--- src/rtl/flash_rate_gen.sv ---
// flash_rate_gen: button-driven saturating rate index and periodic one-cycle flash tick
module flash_rate_gen #(
  parameter int BASE_PERIOD = 25000000,
  parameter int IDX_W = 3,
  parameter int MAX_IDX = 4,
  parameter int DEFAULT_IDX = 2,
  parameter int CNT_W = 32
) (
  input  logic clk,
  input  logic rst_n,
  input  logic fast,
  input  logic slow,
  input  logic restart,
  output logic tick,
  output logic [IDX_W-1:0] rate_idx,
  output logic at_fastest,
  output logic at_slowest
);
  logic fast_q, slow_q, fast_p, slow_p, dn, up;
  logic [CNT_W-1:0] cnt, period;
  always_comb begin
    fast_p = fast & ~fast_q;
    slow_p = slow & ~slow_q;
    dn = fast_p & ~slow_p & ~at_fastest;
    up = slow_p & ~fast_p & ~at_slowest;
    period = CNT_W'(BASE_PERIOD) << rate_idx;
    at_fastest = rate_idx == '0;
    at_slowest = rate_idx == IDX_W'(MAX_IDX);
  end
  // a saturated press leaves dn/up low, so it neither steps nor restarts the period
  always_ff @(posedge clk) begin
    if (!rst_n) begin
      fast_q <= 1'b1;
      slow_q <= 1'b1;
      rate_idx <= IDX_W'(DEFAULT_IDX);
      cnt <= '0;
      tick <= 1'b0;
    end else begin
      fast_q <= fast;
      slow_q <= slow;
      rate_idx <= dn ? rate_idx - IDX_W'(1) : up ? rate_idx + IDX_W'(1) : rate_idx;
      cnt <= (restart | dn | up | (cnt == period - CNT_W'(1))) ? '0 : cnt + CNT_W'(1);
      tick <= ~(restart | dn | up) & (cnt == period - CNT_W'(1));
    end
  end
endmodule
--- config.mk ---
export PLATFORM = sky130hd
export DESIGN_NAME = flash_rate_gen
export DESIGN_NICKNAME = d
export VERILOG_FILES = /design/src/rtl/flash_rate_gen.sv
export SDC_FILE = /design/constraint.sdc
export NUM_CORES = 1
export LEC_CHECK = 0
export CAP_MARGIN = 20
export CORE_MARGIN = 1
export CORE_UTILIZATION = 45
export DETAILED_ROUTE_END_ITERATION = 16
export PLACE_DENSITY = 0.65
export SYNTH_ARGS = -nofsm -noshare
export SYNTH_HDL_FRONTEND = slang
export SYNTH_SLANG_ARGS = --single-unit
export TNS_END_PERCENT = 20
--- constraint.sdc ---
create_clock -name clk -period 2.7 [get_ports clk]
set_input_delay 0.54 -clock clk [delete_from_list [all_inputs] [get_ports clk]]
set_output_delay 0.54 -clock clk [all_outputs]
set_load 0.05 [all_outputs]
Word-level counts from Yosys, hierarchy flattened
Index checks and enable logic that the tools add are counted.
{ "op_classes": {"addsub": 4, "n_mul": 0, "div": 0, "n_lt_le_gt_ge": 0, "eq_ne": 2, "shifts": 1, "n_mux": 2, "n_bitwise": 18, "reduce_logical": 3} }
{ "ops": {"columns": ["op", "n"], "rows": [
  ["32-bit by 1-bit adder with 32-bit output (second input constant)", 1],
  ["32-bit == test", 1],
  ["25-bit by 3-bit left shift with 32-bit output (first input constant)", 1],
  ["32-bit by 1-bit subtractor with 32-bit output (second input constant)", 1],
  ["1-bit inverter", 8],
  ["1-bit bitwise AND", 7],
  ["3-bit 2-to-1 mux", 2],
  ["3-bit by 1-bit adder with 3-bit output (second input constant)", 1],
  ["3-bit == test (second input constant)", 1],
  ["3-bit zero test", 1],
  ["1-bit bitwise OR", 3],
  ["3-bit by 1-bit subtractor with 3-bit output (second input constant)", 1],
  ["2-bit nonzero test", 1],
  ["2-bit OR reduction", 1]
]} }
{ "totals": {"reg_bits": 38, "latchBits": 0, "ram_bits": 0, "rom_bits": 0, "inputBits": 5, "out_inout_bits": 6, "elab_cells": 35, "n_memories": 0} }

Logic depth before layout (Yosys ltp)
Gate-level depths: netlist (run 1).
{ "logic_depth": {"depth_word": 9, "ltp_mapped": 10, "ltp_nobuf": 7} }

Least setup slack after synthesis (run 1)
Ideal clock, no wire load.
{ "synth_path": {"path_kind": "register -> register", "start": "register rate_idx[2]", "end": "register cnt[14]", "setup_time_ns": 0.115, "arrival_time_ns": 3.471, "required_time_ns": 2.585, "setup_slack_ns": -0.886, "stages_incl_launch_ff": 9, "n_path_buf": 2, "period_less_slack_ns": 3.586, "path_cell_list": "dfxtp_1 -> buf_2 -> nor3b_1 -> a21oi_1 -> a32oi_1 -> or3b_1 -> o41ai_2 -> buf_4 -> nor2_1"} }
{ "synth_lines": {"columns": ["element", "line", "source"], "rows": [
  ["start: declaration", "15", "output logic [IDX_W-1:0] rate_idx,"],
  ["start signal: assignment", "35", "rate_idx <= IDX_W'(DEFAULT_IDX);"],
  ["start signal: assignment", "41", "rate_idx <= dn ? rate_idx - IDX_W'(1) : up ? rate_idx + IDX_W'(1) : rate_idx;"],
  ["3-bit == test", "28", "at_slowest = rate_idx == IDX_W'(MAX_IDX);"],
  ["net at_slowest", "17", "output logic at_slowest"],
  ["1-bit inverter", "25", "up = slow_p & ~fast_p & ~at_slowest;"],
  ["1-bit bitwise AND", "25", null],
  ["1-bit bitwise OR (2 in series)", "42", "cnt <= (restart | dn | up | (cnt == period - CNT_W'(1))) ? '0 : cnt + CNT_W'(1);"],
  ["2-bit OR reduction (no source line)", null, null],
  ["end signal: assignment", "42", null],
  ["end: declaration", "20", "logic [CNT_W-1:0] cnt, period;"]
]} }
The timed path passes the listed nets, and every way through them passes these cells.
A chain may end at the register's enable or synchronous reset.

Worst setup path after layout (run 1)
{ "layout_path": {"start": "register rate_idx[0]", "end": "output at_slowest"} }
{ "layout_via": {"elab_chain_cells": 1} }
{ "layout_lines": {"columns": ["element", "line"], "rows": [
  ["3-bit == test", "28"],
  ["end: declaration", "17"]
]} }
No other way between the ends.

==> summary.log, run 1 <==
qor: worst_setup_path.worstPathRequired 2.16 ns
qor: place.placed_cell_area 0.00248 sq mm
qor: cts.cts-htree-levels 2
qor: floorplan.fp.dieW 73.3 microns
qor: global_route.global_route_total_usage_across_every_layer 0.220
qor: detailed_routing.vias_per_cell 5.50
qor: logic_synthesis.postSynth.topFlopCell sky130_fd_sc_hd__dfxtp_1
qor: detailed_routing.drt-pass1-iter-count 4
qor: power.reported_leakage_power 0.831 nW
qor: global_route.grt_total_ovfl 0
qor: place.post-place-cells 357
qor: floorplan.die_y_extent 73.3 microns
qor: job.max_cap_violations 0
qor: worst_setup_path.worst_setup_path_start_kind flop
qor: floorplan.core.rowCount 25
qor: final_layout.flow.area_growth_from_synthesis 12.6%
qor: final_layout.layout.cells.most_common sky130_fd_sc_hd__nor2_1
qor: detailed_routing.detail_route.iter0.violations 161
qor: sta.grt_setup_unrepaired false
qor: final_layout.n_antenna_cell 0
qor: worst_setup_path.setup.worst_path.class reg -> out
qor: final_layout.nets 304
qor: logic_synthesis.syn-instance-count 291
qor: place.dp_hpwl 3850 microns
qor: sta.max_slew_margin 0.610
qor: sta.post-route-min-period 2.58 ns
qor: final_layout.number_of_standard_cells_in_the_layout_taps_in_and_fillers_out 365
qor: logic_synthesis.syn-cell-area 0.00229 sq mm
qor: global_route.grt_max_degree 31
qor: sta.setup_viol 0
qor: worst_setup_path.critical_path.cell_chain buf_4 -> nor3b_4 -> clkdlybuf4s50_1
qor: floorplan.die_area 0.00537 sq mm
qor: worst_setup_path.critical_path.slowest_cell sky130_fd_sc_hd__clkdlybuf4s50_1
qor: cts.cts_max_path_buffers 2
qor: logic_synthesis.synth-seq-cells 38
qor: final_layout.final_cell_mix 45 x sky130_fd_sc_hd__nor2_1, 35 x sky130_fd_sc_hd__dfxtp_1, 25 x sky130_fd_sc_hd__nand2_1
qor: worst_setup_path.cpPeakStageDelay 0.86 ns
qor: global_route.grt_antenna_before_repair 0
qor: min_path.min-delay-path-class reg -> reg
qor: final_layout.drive_gt1_frac 0.0906
qor: sta.timing.final.max_slew_violations 0
qor: global_route.via_count_of_the_first_global_routing_pass 1774
qor: sta.fin_crit_sh 0.956
qor: logic_synthesis.mappedNetlistNets 298
qor: logic_synthesis.synth_async_sr_flop_share 0
qor: cts.cts_made_buffers 5
qor: cts.clock-root-buffer sky130_fd_sc_hd__clkbuf_8
qor: cts.worstSkewPairLatency 0.29 ns
qor: sta.finalHoldViolCount 0
qor: cts.cts.sink_count 38
qor: logic_synthesis.synth-edff-count 0
qor: final_layout.postLayoutCoreUtil 0.535
qor: final_layout.layout.cell_area.non_filler 0.00258 sq mm
qor: logic_synthesis.mean_area_per_synthesized_cell 7.86 sq um
qor: place.final_weighted_congestion_of_routability_driven_global_placement 0.894
qor: detailed_routing.vias 2008
qor: final_layout.final.fill_count 490
qor: floorplan.ioPinCount 11
qor: worst_setup_path.end_kind primary output
qor: global_route.first_pass_grt_wire_length 8910 microns
qor: cts.clock_tree_from_tritoncts done
qor: sta.totalNegativeSetupSlack 0 ns
qor: floorplan.initial_core_util 0.475
qor: final_layout.multi_input_comb_area 0.00142 sq mm
qor: sta.hold_slack 0.480 ns
qor: logic_synthesis.unique_cell_type_count_in_the_yosys_netlist 50
qor: place.portBuffers 10
qor: detailed_routing.antenna_violating_nets_post_route 0
qor: cts.postCtsSetupBuffers 0
qor: detailed_routing.avgRoutedWirePerCell 14.3 microns
qor: detailed_routing.remaining_drc_errors 0
qor: final_layout.final-seq-area 767 sq um
qor: run_status.outcome completed
qor: logic_synthesis.ys.warnings.count 0
qor: power.vdd_drop_max 280 uV
qor: detailed_routing.route.final.wire_length 5210 microns
qor: sta.final.setup_skew 0.00949 ns
qor: worst_setup_path.timing.critical_path.fanout_max 18
qor: floorplan.fp.coreArea 0.00482 sq mm
qor: worst_setup_path.timing.critical_path.arrival 2.04 ns
qor: logic_synthesis.synth-seq-area-share 0.333
qor: sta.fmaxAchievable 0.387 GHz
qor: cts.cts.reportedPaths.clkPinSlew 0.08 ns
qor: power.p_per_area 438 mW/mm^2
qor: sta.tightestPinTransition 0.581 ns
-- report_power, final --
group          leakage, nW  total [W]  switching, W  internal [W]
registers            0.308   0.000584     0.0000164      0.000567
clock network       0.0482   0.000404      0.000198      0.000206
logic                0.475   0.000141     0.0000803     0.0000606
total                0.831    0.00113      0.000294      0.000834
-- registers in the layout (all words and copies together), names as in the netlist --
| signal | flops |
|---|---|
| cnt | 32 |
| slow_q | 1 |
| fast_q | 1 |
| rate_idx | 3 |
| tick | 1 |
-- per-stage QoR --
step           power [W]  worst slack, ns
3_5_place_dp    0.000738            0.159
5_1_grt          0.00118           0.0340
6_report         0.00113            0.119
3_3_place_gp    0.000738            0.184
2_1_floorplan   0.000692            0.106
4_1_cts          0.00114           0.0728
-- cells by family (layout without fill, tap and decap cells) --
family,Yosys count,count (layout),synth area share
simple gates,145,145,0.322
compound gates,42,42,0.139
flops,38,38,0.333
xor+xnor,33,33,0.126
buf+inv,29,36,0.0569
fa+ha+maj,2,2,0.0142
mux,2,2,0.00875
-- per-layer routing --
metal,up-vias,track usage,share of wire
li1,1031,-,-
met1,932,0.309,0.49
met2,35,0.331,0.45
met3,10,0.0425,0.036
met4,0,0.0855,0.018
met5,-,0,0
-- worst max-delay path, delay by kind of cell, from the launching register on --
family | cells | cell delay (ns)
flip-flops | 1 | 0.41
buffers and inverters | 2 | 1.03
AND/OR/NAND/NOR | 1 | 0.30
-- synth_stat cells (5+ instances only) --
cell type	count	share of area
sky130_fd_sc_hd__nor2_1	45	0.074
sky130_fd_sc_hd__dfxtp_1	38	0.33
sky130_fd_sc_hd__nand2_1	25	0.041
sky130_fd_sc_hd__xor2_1	20	0.077
sky130_fd_sc_hd__nand3_1	14	0.031
sky130_fd_sc_hd__xnor2_1	13	0.050
sky130_fd_sc_hd__clkbuf_1	11	0.018
sky130_fd_sc_hd__nand4_1	11	0.030
sky130_fd_sc_hd__a21oi_1	10	0.022
sky130_fd_sc_hd__nor3_1	9	0.020
sky130_fd_sc_hd__inv_1	7	0.011
sky130_fd_sc_hd__nand2b_1	6	0.016
sky130_fd_sc_hd__a211oi_1	5	0.016
sky130_fd_sc_hd__buf_2	5	0.011
-- final timing paths --
path	start	end	slack, ns	cells past startpoint
setup / recovery	rate_idx[0]$_SDFFE_PN0P_	at_slowest	0.12	3
hold / removal	cnt[0]$_SDFF_PP0_	cnt[0]$_SDFF_PP0_	0.48	1
setup reg to reg	rate_idx[1]$_SDFFE_PN1P_	cnt[5]$_SDFF_PP0_	0.16	7
hold reg to reg	cnt[0]$_SDFF_PP0_	cnt[0]$_SDFF_PP0_	0.48	1
-- timing repair --
item                                    CTS  global route
gates resized for setup                   0             1
hold buffers                              0             0
hold endpoints to repair                  0             0
endpoints found under the setup margin    0             3
-- cell type report --
class | count | share of cell area
Clock buffer | 7 | 0.0335
Sequential cell | 38 | 0.298
Tap cell | 67 | 0.0325
Inverter | 8 | 0.0117
Multi-Input combinational cell | 224 | 0.551
Timing Repair Buffer | 20 | 0.0719
Clock inverter | 1 | 0.00194
No activity file was read; power rests on OpenSTA's default activity.
==> run 2, diff against run 1 <==
--- a/config.mk
+++ b/config.mk
@@ -5,9 +5,10 @@
 export SDC_FILE = /design/constraint.sdc
 export NUM_CORES = 1
 export LEC_CHECK = 0
-export CAP_MARGIN = 20
+export CAP_MARGIN = 25
 export CORE_MARGIN = 1
 export CORE_UTILIZATION = 45
+export CTS_CLUSTER_SIZE = 12
 export DETAILED_ROUTE_END_ITERATION = 16
 export PLACE_DENSITY = 0.65
 export SYNTH_ARGS = -nofsm -noshare
==> results of run 2 <==
The final DEF is identical to that of run 1; final timing and power are the same.
==> run 3, diff against run 2 <==
--- a/config.mk
+++ b/config.mk
@@ -6,11 +6,12 @@
 export NUM_CORES = 1
 export LEC_CHECK = 0
 export CAP_MARGIN = 25
-export CORE_MARGIN = 1
+export CELL_PAD_IN_SITES_DETAIL_PLACEMENT = 1
+export CELL_PAD_IN_SITES_GLOBAL_PLACEMENT = 1
 export CORE_UTILIZATION = 45
 export CTS_CLUSTER_SIZE = 12
 export DETAILED_ROUTE_END_ITERATION = 16
-export PLACE_DENSITY = 0.65
+export PLACE_DENSITY = 0.82
 export SYNTH_ARGS = -nofsm -noshare
 export SYNTH_HDL_FRONTEND = slang
 export SYNTH_SLANG_ARGS = --single-unit
==> summary.log, run 3 (synthesized netlist as in run 1, its figures left out) <==
qor: run_status.outcome completed
qor: job.max_cap_violations 0 [unchanged]
qor: global_route.grt_max_degree 25 [-19%]
qor: final_layout.largest_register_ff_count 32 [unchanged]
qor: power.reported_leakage_power 0.886 nW [+6.7%]
qor: final_layout.layout.cells.most_common sky130_fd_sc_hd__nor2_1
qor: final_layout.registers.top_by_ff_count cnt
qor: sta.final.setup_skew 0.00724 ns [-0.00225 ns]
qor: cts.worstSkewPairLatency 0.29 ns [about the same]
qor: worst_setup_path.setup.worst_path.class reg -> reg
qor: worst_setup_path.timing.critical_path.from rate_idx[0]$_SDFFE_PN0P_
qor: global_route.via_count_of_the_first_global_routing_pass 2198 [+24%]
qor: final_layout.nets 311 [+2.3%]
qor: floorplan.initial_core_util 0.475 [unchanged]
qor: final_layout.final.fill_count 593 [+21%]
qor: detailed_routing.remaining_drc_errors 0 [unchanged]
qor: detailed_routing.antenna_violating_nets_post_route 0 [unchanged]
qor: detailed_routing.route.final.wire_length 6520 microns [+25%]
qor: place.dp_hpwl 4620 microns [+20%]
qor: final_layout.final-seq-area 772 sq um [+0.65%]
qor: worst_setup_path.end_kind flop
qor: detailed_routing.detail_route.iter0.violations 147 [-8.7%]
qor: cts.cts_made_buffers 5 [unchanged]
qor: sta.fmaxAchievable 0.383 GHz [-1.1%]
qor: floorplan.ioPinCount 11 [unchanged]
qor: global_route.grt_total_ovfl 0 [unchanged]
qor: sta.fin_crit_sh 0.966 [+0.0105]
qor: cts.clock_tree_from_tritoncts done
qor: detailed_routing.avgRoutedWirePerCell 17.5 microns [+23%]
qor: final_layout.n_antenna_cell 0 [unchanged]
qor: detailed_routing.vias_per_cell 5.85 [+6.3%]
qor: floorplan.fp.dieW 73.3 microns [unchanged]
qor: place.post-place-cells 359 [+0.56%]
qor: worst_setup_path.worst_setup_path_start_kind flop
qor: global_route.first_pass_grt_wire_length 10700 microns [+20%]
qor: worst_setup_path.worstPathRequired 2.88 ns [+0.72 ns]
qor: cts.cts.reportedPaths.clkPinSlew 0.08 ns [about the same]
qor: sta.tightestPinTransition 0.598 ns [+0.0171 ns]
qor: detailed_routing.drt-pass1-iter-count 4 [unchanged]
qor: sta.max_slew_margin 0.598 [-0.0115]
qor: final_layout.multi_input_comb_area 0.00143 sq mm [+0.53%]
qor: power.vdd_drop_max 280 uV [about the same]
qor: floorplan.die_area 0.00537 sq mm [unchanged]
qor: final_layout.flow.area_growth_from_synthesis 17.0%
qor: worst_setup_path.crit-reg2reg-launch rate_idx[0]$_SDFFE_PN0P_
qor: floorplan.core.rowCount 25 [unchanged]
qor: sta.post-route-min-period 2.61 ns [+0.0282 ns]
qor: final_layout.number_of_standard_cells_in_the_layout_taps_in_and_fillers_out 372 [+1.9%]
qor: place.final_weighted_congestion_of_routability_driven_global_placement 0.881 [-1.4%]
qor: detailed_routing.vias 2176 [+8.4%]
qor: cts.cts-htree-levels 2 [unchanged]
qor: cts.cts.sink_count 38 [unchanged]
qor: final_layout.final_cell_mix 45 x sky130_fd_sc_hd__nor2_1, 35 x sky130_fd_sc_hd__dfxtp_1, 25 x sky130_fd_sc_hd__nand2_1
qor: global_route.grt_antenna_before_repair 0 [unchanged]
qor: worst_setup_path.timing.critical_path.arrival 2.79 ns [+0.75 ns]
qor: min_path.worst_hold_path_startpoint cnt[0]$_SDFF_PP0_
qor: cts.cts_max_path_buffers 2 [unchanged]
qor: cts.clock-root-buffer sky130_fd_sc_hd__clkbuf_8
qor: sta.finalHoldViolCount 0 [unchanged]
qor: min_path.min-delay-path-class reg -> reg
qor: place.portBuffers 10 [unchanged]
qor: global_route.global_route_total_usage_across_every_layer 0.264 [+0.0447]
qor: final_layout.drive_gt1_frac 0.118 [+0.0274]
qor: power.p_per_area 456 mW/mm^2 [+4.1%]
qor: sta.timing.final.max_slew_violations 0 [unchanged]
qor: sta.totalNegativeSetupSlack 0 ns [unchanged]
qor: final_layout.largestRegisters cnt x32, rate_idx x3
qor: cts.hold_buffer_count_at_cts 0 [unchanged]
qor: worst_setup_path.timing.critical_path.fanout_max 12 [-6]
qor: floorplan.fp.coreArea 0.00482 sq mm [unchanged]
qor: sta.setup_viol 0 [unchanged]
qor: floorplan.die_y_extent 73.3 microns [unchanged]
run 3: cell types whose count changed in the layout (fill, tap and decap cells not counted), sizes merged:
cell and change:
buf +6, clkbuf -1, bufinv +1, clkinv +1
run 3: per-stage QoR:
step	area [sq um]	hold WS, ns	power [W]	util	worst slack, ns
floorplan	2300	0.442	0.000692	-	0.106
global placement	2500	0.464	0.000737	0.518	0.162
detailed placement	2500	0.475	0.000740	0.518	0.104
CTS	2610	0.493	0.00122	0.541	0.0796
global route	2680	0.501	0.00127	0.556	-0.0136
finish	2680	0.488	0.00122	0.556	0.0909
run 3: metal layers:
metal | track usage | share of wire | vias to the layer above
li1 | - | - | 1047
met1 | 0.328 | 0.44 | 1070
met2 | 0.454 | 0.49 | 44
met4 | 0.100 | 0.024 | 0
met3 | 0.0494 | 0.039 | 15
met5 | 0 | 0 | -
run 3: critical path, stage by stage, from the launching register on:
cell and delay (ns):
sky130_fd_sc_hd__dfxtp_4 0.41, sky130_fd_sc_hd__buf_4 0.19, sky130_fd_sc_hd__nand2_1 0.14, sky130_fd_sc_hd__a211o_1 0.30, sky130_fd_sc_hd__a32oi_2 0.25, sky130_fd_sc_hd__or3b_1 0.43
sky130_fd_sc_hd__o41ai_4 0.35, sky130_fd_sc_hd__buf_4 0.20, sky130_fd_sc_hd__clkbuf_16 0.17, sky130_fd_sc_hd__nor2_1 0.06
run 3: what timing repair did:
item	4_1_cts	5_1_grt
endpoints found under the setup margin	0	27
gates resized for setup	0	4
buffers inserted	0	4
run 3: worst paths after layout:
path                                      endpoint  slack [ns]  depth (start not counted)
worst max register to register  cnt[17]$_SDFF_PP0_        0.09                          9
worst max-delay path            cnt[17]$_SDFF_PP0_        0.09                          9
worst min-delay path             cnt[0]$_SDFF_PP0_        0.49                          1
worst min register to register   cnt[0]$_SDFF_PP0_        0.49                          1
run 3: power by group:
group / internal (W) / leakage, nW / total (W) / switching [W]
sequential: 0.000566 / 0.309 / 0.000579 / 0.0000130
clock: 0.000272 / 0.0579 / 0.000480 / 0.000208
combinational: 0.0000702 / 0.520 / 0.000162 / 0.0000915
run 3: final cells by class:
class	instances	area share
clock buffers	5	0.0257
clock inverters	3	0.0150
flip-flops and latches	38	0.288
repair buffers	27	0.0954
inverters	8	0.0112
multi-input cells	224	0.533
well taps	67	0.0313
